[src/rtl/pipeline_hazard_ctrl_pkg.sv]
// Shared pipeline-control definitions: register index width, x0 index and the
// per-mode control vectors for the hazard controller.
package pipeline_hazard_ctrl_pkg;

  localparam int REG_W = 5;
  localparam logic [REG_W-1:0] REG_X0 = '0;

  typedef enum logic [2:0] {
    MODE_RESET,
    MODE_FREEZE,
    MODE_REDIRECT,
    MODE_LOAD_USE,
    MODE_RUN
  } ctrl_mode_e;

  typedef struct packed {
    logic pc_en;
    logic if_id_en;
    logic if_id_flush;
    logic id_ex_en;
    logic id_ex_bubble;
    logic ex_mem_en;
  } ctrl_t;

  function automatic ctrl_t mode_ctrl(input ctrl_mode_e mode);
    ctrl_t c;
    c = '0;
    case (mode)
      MODE_REDIRECT: c = '{pc_en: 1'b1, if_id_en: 1'b1, if_id_flush: 1'b1,
                           id_ex_en: 1'b1, id_ex_bubble: 1'b1, ex_mem_en: 1'b1};
      // Hold PC and IF/ID, push a bubble behind the load as it moves to MEM.
      MODE_LOAD_USE: c = '{pc_en: 1'b0, if_id_en: 1'b0, if_id_flush: 1'b0,
                           id_ex_en: 1'b1, id_ex_bubble: 1'b1, ex_mem_en: 1'b1};
      MODE_RUN:      c = '{pc_en: 1'b1, if_id_en: 1'b1, if_id_flush: 1'b0,
                           id_ex_en: 1'b1, id_ex_bubble: 1'b0, ex_mem_en: 1'b1};
      default:       c = '0;
    endcase
    return c;
  endfunction

endpackage

[src/rtl/pipeline_hazard_ctrl_load_use_detect.sv]
// Combinational load-use detector: the load in EX writes a register the ID
// instruction reads. x0 is never a hazard.
module load_use_detect
  import pipeline_hazard_ctrl_pkg::*;
(
  input  logic [REG_W-1:0] id_rs1,
  input  logic [REG_W-1:0] id_rs2,
  input  logic             id_use_rs1,
  input  logic             id_use_rs2,
  input  logic             ex_mem_read,
  input  logic [REG_W-1:0] ex_rd,
  output logic             hazard
);

  logic rs1_hit;
  logic rs2_hit;

  assign rs1_hit = id_use_rs1 && (id_rs1 == ex_rd);
  assign rs2_hit = id_use_rs2 && (id_rs2 == ex_rd);
  assign hazard  = ex_mem_read && (ex_rd != REG_X0) && (rs1_hit || rs2_hit);

endmodule

[src/rtl/pipeline_hazard_ctrl.sv]
// Stall/flush controller for the 5-stage pipeline with freeze watchdog and
// redirect replay. Performance counters exist only with HAZARD_PERF_CNT_EN.
module pipeline_hazard_ctrl
  import pipeline_hazard_ctrl_pkg::*;
#(
  parameter int CNT_W      = 32,
  parameter int FREEZE_MAX = 255
) (
  input  logic             clk,
  input  logic             reset,
  input  logic [REG_W-1:0] id_rs1,
  input  logic [REG_W-1:0] id_rs2,
  input  logic             id_use_rs1,
  input  logic             id_use_rs2,
  input  logic             ex_mem_read,
  input  logic [REG_W-1:0] ex_rd,
  input  logic             ex_redirect,
  input  logic             mem_busy,
  output logic             pc_en,
  output logic             if_id_en,
  output logic             if_id_flush,
  output logic             id_ex_en,
  output logic             id_ex_bubble,
  output logic             ex_mem_en,
  output logic             freeze_timeout,
  output logic [CNT_W-1:0] stall_cnt,
  output logic [CNT_W-1:0] flush_cnt,
  output logic [CNT_W-1:0] freeze_cnt
);

  localparam logic [7:0] FREEZE_MAX_L = 8'(FREEZE_MAX);

  logic       hazard;
  ctrl_mode_e mode;
  ctrl_t      ctrl;

  logic       pending_redirect_q, pending_redirect_d;
  logic [7:0] freeze_len_q, freeze_len_d;
  logic       freeze_timeout_q, freeze_timeout_d;

  load_use_detect u_load_use_detect (
    .id_rs1      (id_rs1),
    .id_rs2      (id_rs2),
    .id_use_rs1  (id_use_rs1),
    .id_use_rs2  (id_use_rs2),
    .ex_mem_read (ex_mem_read),
    .ex_rd       (ex_rd),
    .hazard      (hazard)
  );

  always_comb begin
    mode = MODE_RUN;
    if (reset)                                 mode = MODE_RESET;
    else if (mem_busy)                         mode = MODE_FREEZE;
    else if (ex_redirect || pending_redirect_q) mode = MODE_REDIRECT;
    else if (hazard)                           mode = MODE_LOAD_USE;
  end

  assign ctrl         = mode_ctrl(mode);
  assign pc_en        = ctrl.pc_en;
  assign if_id_en     = ctrl.if_id_en;
  assign if_id_flush  = ctrl.if_id_flush;
  assign id_ex_en     = ctrl.id_ex_en;
  assign id_ex_bubble = ctrl.id_ex_bubble;
  assign ex_mem_en    = ctrl.ex_mem_en;

  always_comb begin
    pending_redirect_d = pending_redirect_q;
    freeze_len_d       = 8'd0;
    freeze_timeout_d   = freeze_timeout_q;
    if (mode == MODE_FREEZE) begin
      // A redirect seen while frozen is replayed once the memory releases.
      if (ex_redirect) pending_redirect_d = 1'b1;
      freeze_len_d = (freeze_len_q == 8'hFF) ? freeze_len_q : freeze_len_q + 8'd1;
      if (freeze_len_d >= FREEZE_MAX_L) freeze_timeout_d = 1'b1;
    end else if (mode == MODE_REDIRECT) begin
      pending_redirect_d = 1'b0;
    end
  end

  always_ff @(posedge clk) begin
    if (reset) begin
      pending_redirect_q <= 1'b0;
      freeze_len_q       <= 8'd0;
      freeze_timeout_q   <= 1'b0;
    end else begin
      pending_redirect_q <= pending_redirect_d;
      freeze_len_q       <= freeze_len_d;
      freeze_timeout_q   <= freeze_timeout_d;
    end
  end

  assign freeze_timeout = freeze_timeout_q;

`ifdef HAZARD_PERF_CNT_EN
  logic [CNT_W-1:0] stall_cnt_q, stall_cnt_d;
  logic [CNT_W-1:0] flush_cnt_q, flush_cnt_d;
  logic [CNT_W-1:0] freeze_cnt_q, freeze_cnt_d;

  function automatic logic [CNT_W-1:0] sat_inc(input logic [CNT_W-1:0] v);
    return (&v) ? v : v + 1'b1;
  endfunction

  always_comb begin
    stall_cnt_d  = stall_cnt_q;
    flush_cnt_d  = flush_cnt_q;
    freeze_cnt_d = freeze_cnt_q;
    case (mode)
      MODE_LOAD_USE: stall_cnt_d  = sat_inc(stall_cnt_q);
      MODE_REDIRECT: flush_cnt_d  = sat_inc(flush_cnt_q);
      MODE_FREEZE:   freeze_cnt_d = sat_inc(freeze_cnt_q);
      default: ;
    endcase
  end

  always_ff @(posedge clk) begin
    if (reset) begin
      stall_cnt_q  <= '0;
      flush_cnt_q  <= '0;
      freeze_cnt_q <= '0;
    end else begin
      stall_cnt_q  <= stall_cnt_d;
      flush_cnt_q  <= flush_cnt_d;
      freeze_cnt_q <= freeze_cnt_d;
    end
  end

  assign stall_cnt  = stall_cnt_q;
  assign flush_cnt  = flush_cnt_q;
  assign freeze_cnt = freeze_cnt_q;
`else
  assign stall_cnt  = '0;
  assign flush_cnt  = '0;
  assign freeze_cnt = '0;
`endif

endmodule
[config.mk]
export PLATFORM = sky130hd
export DESIGN_NAME = pipeline_hazard_ctrl
export DESIGN_NICKNAME = d
export VERILOG_FILES = /design/src/rtl/pipeline_hazard_ctrl_pkg.sv /design/src/rtl/pipeline_hazard_ctrl_load_use_detect.sv /design/src/rtl/pipeline_hazard_ctrl.sv
export SDC_FILE = /design/constraint.sdc
export NUM_CORES = 1
export LEC_CHECK = 0
export CORE_MARGIN = 5
export CORE_UTILIZATION = 34
export DETAILED_ROUTE_END_ITERATION = 7
export PLACE_DENSITY = 0.87
export SETUP_SLACK_MARGIN = 0.5
export SLEW_MARGIN = 25
export SYNTH_ARGS = -nofsm -noshare
export SYNTH_HDL_FRONTEND = slang
export SYNTH_SLANG_ARGS = --single-unit
[constraint.sdc]
create_clock -name clk -period 3.7 [get_ports clk]
set_input_delay 0.925 -clock clk [delete_from_list [all_inputs] [get_ports clk]]
set_output_delay 0.925 -clock clk [all_outputs]
set_load 0.01 [all_outputs]
==> flow_summary.json, run 1 <==
{
  "status": "finished clean",
  "cp_data_required_time_ns": 2.77,
  "synth-simple-area-share": 0.131,
  "clkLatencyLatePin_ns": 0.24,
  "finalSetupViolations": 0,
  "crit_path_cell_trace": "clkdlybuf4s15_1 > buf_6 > xnor2_2 > nand2_1 > o22ai_1 > o211ai_1 > o31a_1 > buf_2",
  "ff2ff_path_depth": 6,
  "synth_top_family_by_area": "buffers and inverters",
  "portBuffers": 28,
  "worst_setup_path_startpoint": "ex_rd[1]",
  "async_flop_share": 0,
  "crit_path_end_kind": "output port",
  "dp_slack_ns": -0.0862,
  "min-delay-start": "freeze_timeout",
  "initialDrtViolationCount": 44,
  "path_class": "primary input to output port",
  "ctsHoldBuffers": 0,
  "p_comb_frac": 0.314,
  "hold_viol_final": 0,
  "seq_power_share": 0.347,
  "rsz0062_at_grt": "false",
  "yosysWarnings": 0,
  "cp-start-kind": "primary input",
  "final_cell_mix": "conb_1 (96), dlygate4sd2_1 (11), xnor2_1 (10), dfxtp_1 (10), clkdlybuf4s50_1 (9)",
  "tritoncts": "done",
  "rr_startpoint": "freeze_len_q[0]",
  "final_core_util": 0.358,
  "synthMuxAreaShare": 0.0142,
  "setup_tns_ns": 0,
  "ys.flop_type": "dfxtp_1",
  "diodes": 0,
  "initial_core_util": 0.353,
  "die_w_um": 74.5,
  "antenna_found_initial": 0,
  "row_count": 23,
  "layout_commonest_cell": "conb_1",
  "clkTransAtPathRegs_ns": 0.05,
  "finClkSkew_ns": 0.00595,
  "final_cell_count_no_fill": 257,
  "leakage_uw": 0.000732,
  "synth_cell_types": 34,
  "hp-class": "flop to flop",
  "vias_per_cell": 3.65,
  "drtPass1Iterations": 4,
  "core_area_um2": 4000,
  "p_switching_uw": 107,
  "mappedNetlistArea_um2": 1410,
  "drcViolationCount": 0,
  "gr-total-overflow": 0,
  "power_density_nw_per_um2": 224,
  "pin_count": 125,
  "numCtsBuffers": 3,
  "grt_pass1_wl_um": 3400,
  "max_freq_mhz": 321,
  "synth_edf_count": 0,
  "fill_cells": 438,
  "htree_levels": 1,
  "fin_crit_ns": 3.12,
  "p_int_uw": 214,
  "synthXorXnorAreaFrac": 0.0868,
  "cp_slowest_cell": "o31a_1",
  "wl_um": 2510,
  "power_switching_share": 0.334,
  "avgSynthCellArea_um2": 7.98,
  "clock-root-buffer": "clkbuf_8",
  "yosysSeqAreaShare": 0.142,
  "dp_hpwl_um": 2210,
  "die_h_um": 74.5,
  "cts_num_sinks": 10,
  "wire_per_inst_um": 9.75,
  "dieArea_um2": 5540,
  "holdPathStages": 2,
  "synth_fa_ha_area_frac": 0.00886,
  "ys_seq_elements": 10,
  "grt_max_degree": 8,
  "fin_nets": 232,
  "vias": 937,
  "syn_inst": 177,
  "critPathMaxStageDelay_ns": 0.27,
  "grt_pass1_vias": 811,
  "peakVddDrop_v": 0.0000835,
  "path_max_fanout": 2,
  "ant_nets": 0,
  "drive_above_1_share": 0.101,
  "layout_setup_ws_ns": 0.580,
  "area_growth_pct": 1.51,
  "postCtsSetupRepairBufs": 0,
  "dp_cells": 254,
  "gp_congestion": 0.766,
  "fin_crit_sh": 0.843,
  "synth_compound_area_frac": 0.0859,
  "power_frac_clock": 0.339,
  "max-cap-violations": 0,
  "clock_tree.buffer_depth": 2,
  "power_uw": 322,
  "arrival_ns": 2.19,
  "grtUsageTotal": 0.0808,
  "finalMaxSlewViolations": 0
}
==> stage by stage <==
stage / hold slack (ns) / area (um2)
2_1_floorplan: 0.469 / 1770
3_3_place_gp: 0.474 / 1390
3_5_place_dp: 0.471 / 1390
4_1_cts: 0.488 / 1420
5_1_grt: 0.516 / 1430
6_report: 0.482 / 1430
==> worst max-delay path, delay by kind of cell <==
family,cells,cell delay [ns]
buffers and inverters,3,0.48
and+or+nand+nor,1,0.06
xor gates and xnor gates,1,0.14
AOI/OAI and AO/OA,3,0.59
==> synth_stat cells (2+ instances only) <==
cell type | count | area (um2)
and3_4 | 2 | 22.5
o21ai_0 | 4 | 20.0
nand3_1 | 2 | 10.0
dfxtp_1 | 10 | 200
xnor2_1 | 13 | 114
inv_1 | 3 | 11.3
nand2_1 | 5 | 18.8
o211ai_1 | 2 | 15.0
nor2_1 | 7 | 26.3
nand4_1 | 3 | 18.8
nand2b_1 | 2 | 12.5
mux2i_1 | 2 | 20.0
buf_4 | 98 | 736
a31oi_1 | 2 | 12.5
a21oi_1 | 3 | 15.0
==> final timing paths <==
kind / end / slack [ns]
setup / recovery: pc_en / 0.58
setup reg to reg: freeze_timeout / 1.87
hold reg to reg: freeze_timeout / 0.48
hold / removal: freeze_timeout / 0.48
==> logic make-up after synthesis <==
| kind of cell | Yosys count |
|---|---|
| adders and majority gates | 1 |
| DFF | 10 |
| other | 1 |
| muxes | 2 |
| AOI/OAI and AO/OA | 17 |
| buffers and inverters | 101 |
| xor gates and xnor gates | 14 |
| and+or+nand+nor | 31 |
==> power groups by stage <==
stage | logic, uW | registers [uW] | clock network (uW)
2_1_floorplan | 140 | 113 | 0
3_3_place_gp | 99.2 | 113 | 0
3_5_place_dp | 100 | 113 | 0
4_1_cts | 96.2 | 111 | 113
5_1_grt | 112 | 112 | 125
6_report | 101 | 111 | 109
==> registers in the layout, summed over array words and instances, names as in the netlist <==
signal,count
pending_redirect_q,1
freeze_len_q,8
freeze_timeout,1
==> final cells by class <==
class | instances | area (um2) | area share
multi-input cells | 161 | 856 | 0.597
well taps | 50 | 62.6 | 0.0436
flip-flops and latches | 10 | 200 | 0.140
clock buffers | 3 | 41.3 | 0.0288
repair buffers | 30 | 263 | 0.183
inverters | 3 | 11.3 | 0.00785
==> what timing repair did <==
item                                    in CTS  in global routing
gates cloned                                 0                  0
gates resized for setup                     32                 10
endpoints found under the setup margin       4                  3
pin swaps                                   10                  7
==> per-layer routing <==
metal  vias to the layer above  wire length (um)  track usage
met5                         -                 0            0
met4                         0                71       0.0652
met3                         4               326       0.0270
met2                        67              1300        0.137
met1                       408               805       0.0802
li1                        458                 -            -
(Power assumes the default switching activity.)
==> inputs of run 2 (changes only) <==
--- a/config.mk
+++ b/config.mk
@@ -6,9 +6,9 @@
 export NUM_CORES = 1
 export LEC_CHECK = 0
 export CORE_MARGIN = 5
-export CORE_UTILIZATION = 34
+export CORE_UTILIZATION = 29
 export DETAILED_ROUTE_END_ITERATION = 7
-export PLACE_DENSITY = 0.87
+export PLACE_DENSITY = 0.78
 export SETUP_SLACK_MARGIN = 0.5
 export SLEW_MARGIN = 25
 export SYNTH_ARGS = -nofsm -noshare
==> constraint.sdc (replaced) <==
create_clock -name clk -period 2.6 [get_ports clk]
set_input_delay 0.65 -clock clk [delete_from_list [all_inputs] [get_ports clk]]
set_output_delay 0.65 -clock clk [all_outputs]
set_load 0.01 [all_outputs]
==> run 2 against run 1 <==
Clock skew decreased by 0.0056 ns. Worst hold slack better by 0.0035 ns. Sequential cell count is the same. First-iteration DRC count grew 32%. Die area grew 15%. Routed wire length is 5.2% higher. Critical path type unchanged. Highest routed layer unchanged.
==> flow_summary.json, run 2 (synthesis results as in run 1) <==
{
  "peakVddDrop_v": 0.000154,
  "ctsHoldBuffers": 0,
  "fin_nets": 236,
  "setup_tns_ns": 0,
  "drcViolationCount": 0,
  "clkTransAtPathRegs_ns": 0.05,
  "status": "finished clean",
  "fin_crit_sh": 0.949,
  "clock_tree.buffer_depth": 2,
  "grtUsageTotal": 0.0695,
  "grt_pass1_vias": 843,
  "dp_cells": 274,
  "gr-total-overflow": 0,
  "antenna_found_initial": 0,
  "multi_input_area_um2": 872,
  "final_core_util": 0.317,
  "gp_congestion": 0.764,
  "power_density_nw_per_um2": 338,
  "dieArea_um2": 6370,
  "ant_nets": 0,
  "drtPass1Iterations": 4,
  "cp_slowest_cell": "or4_1",
  "critPathMaxStageDelay_ns": 0.51,
  "vias_per_cell": 3.44,
  "final_cell_count_no_fill": 279,
  "numCtsBuffers": 3,
  "drive_above_1_share": 0.179,
  "pin_count": 125,
  "rsz0062_at_grt": "true",
  "finalMaxSlewViolations": 0,
  "fill_cells": 520,
  "leakage_uw": 0.000774,
  "wl_met1_um": 856,
  "hold_viol_final": 0,
  "final_cell_mix": "conb_1 (96), dfxtp_1 (10), buf_2 (10), dlygate4sd2_1 (8), xnor2_1 (7)",
  "cp_data_required_time_ns": 1.95,
  "crit_family": "simple AND/OR/NAND/NOR gates",
  "area_growth_pct": 6.11,
  "max-cap-violations": 0,
  "max_freq_mhz": 405,
  "initial_core_util": 0.299,
  "grt_max_degree": 8,
  "path_class": "primary input to output port",
  "dp_slack_ns": -0.621,
  "finClkSkew_ns": 0.000382,
  "cp-start-kind": "primary input",
  "wl_met3_um": 398,
  "layout_setup_ws_ns": 0.132,
  "crit_path_cell_trace": "buf_6 > or4_1 > o211ai_1 > buf_4 > a21boi_1 > buf_2",
  "wl_um": 2640,
  "core_area_um2": 4720,
  "layout_commonest_cell": "conb_1",
  "clock-root-buffer": "clkbuf_8",
  "die_h_um": 79.8,
  "row_count": 25,
  "die_w_um": 79.8,
  "wire_per_inst_um": 9.45,
  "path_buf_inv": 3,
  "tritoncts": "done",
  "dr_wl_met2_um": 1310,
  "cts_num_sinks": 10,
  "dp_hpwl_um": 2260,
  "largest_reg_flops": 8,
  "power_uw": 507,
  "vias": 960,
  "grt_pass1_wl_um": 3410,
  "finalSetupViolations": 0,
  "hp-class": "flop to flop",
  "fin_crit_ns": 2.47,
  "initialDrtViolationCount": 58,
  "clkLatencyLatePin_ns": 0.24,
  "crit_path_end_kind": "output port",
  "portBuffers": 28,
  "arrival_ns": 1.82,
  "path_max_fanout": 2,
  "diodes": 0,
  "seqCellArea_um2": 200,
  "top_register": "freeze_len_q",
  "htree_levels": 1,
  "highest_layer": "met4"
}
run 2: worst reg2reg max path, stage by stage (launching register included):
cell and delay, ns:
dfxtp_1 0.42, ha_1 0.31, and3_2 0.25, and3_1 0.21, mux2i_1 0.20, nand4b_1 0.14
o32ai_2 0.26
run 2: area by class of cell:
class	instances	share of cell area
timing repair buffer	34	0.184
clock buffer	4	0.0367
tap	67	0.0559
inverter	3	0.00751
sequential	10	0.134
multi-input combinational	161	0.582
run 2: timing repair:
action | in CTS | in global routing
endpoints found under the setup margin | 6 | 3
pin swaps | 19 | 7
hold endpoints to repair | 0 | 0
setup buffers | 0 | 1
gates resized for setup | 87 | 2
run 2: power by group:
part	switching, uW	internal (uW)	total, uW	leakage [uW]
registers	2.53	156	158	0.0000810
clock network	64.6	133	198	0.0000288
logic	99.0	51.6	151	0.000665
run 2: final timing paths:
path / startpoint / endpoint / slack [ns] / cells past startpoint
worst max-delay path: ex_rd[0] / id_ex_bubble / 0.13 / 6
worst min-delay path: freeze_timeout / freeze_timeout / 0.49 / 2
worst max register to register: freeze_len_q[0] / freeze_timeout / 0.71 / 6
worst min register to register: freeze_timeout / freeze_timeout / 0.49 / 2
run 2: routing by layer:
layer	vias to the layer above	track usage
met5	-	0
met4	0	0.0524
met3	6	0.0214
met2	72	0.120
met1	420	0.0692
li1	462	-
run 2: through the flow:
step | hold slack (ns) | cell area [um2]
after detailed placement | 0.475 | 1440
after CTS | 0.493 | 1490
after floorplan | 0.469 | 1770
final | 0.485 | 1500
after global routing | 0.521 | 1500
after global placement | 0.476 | 1440
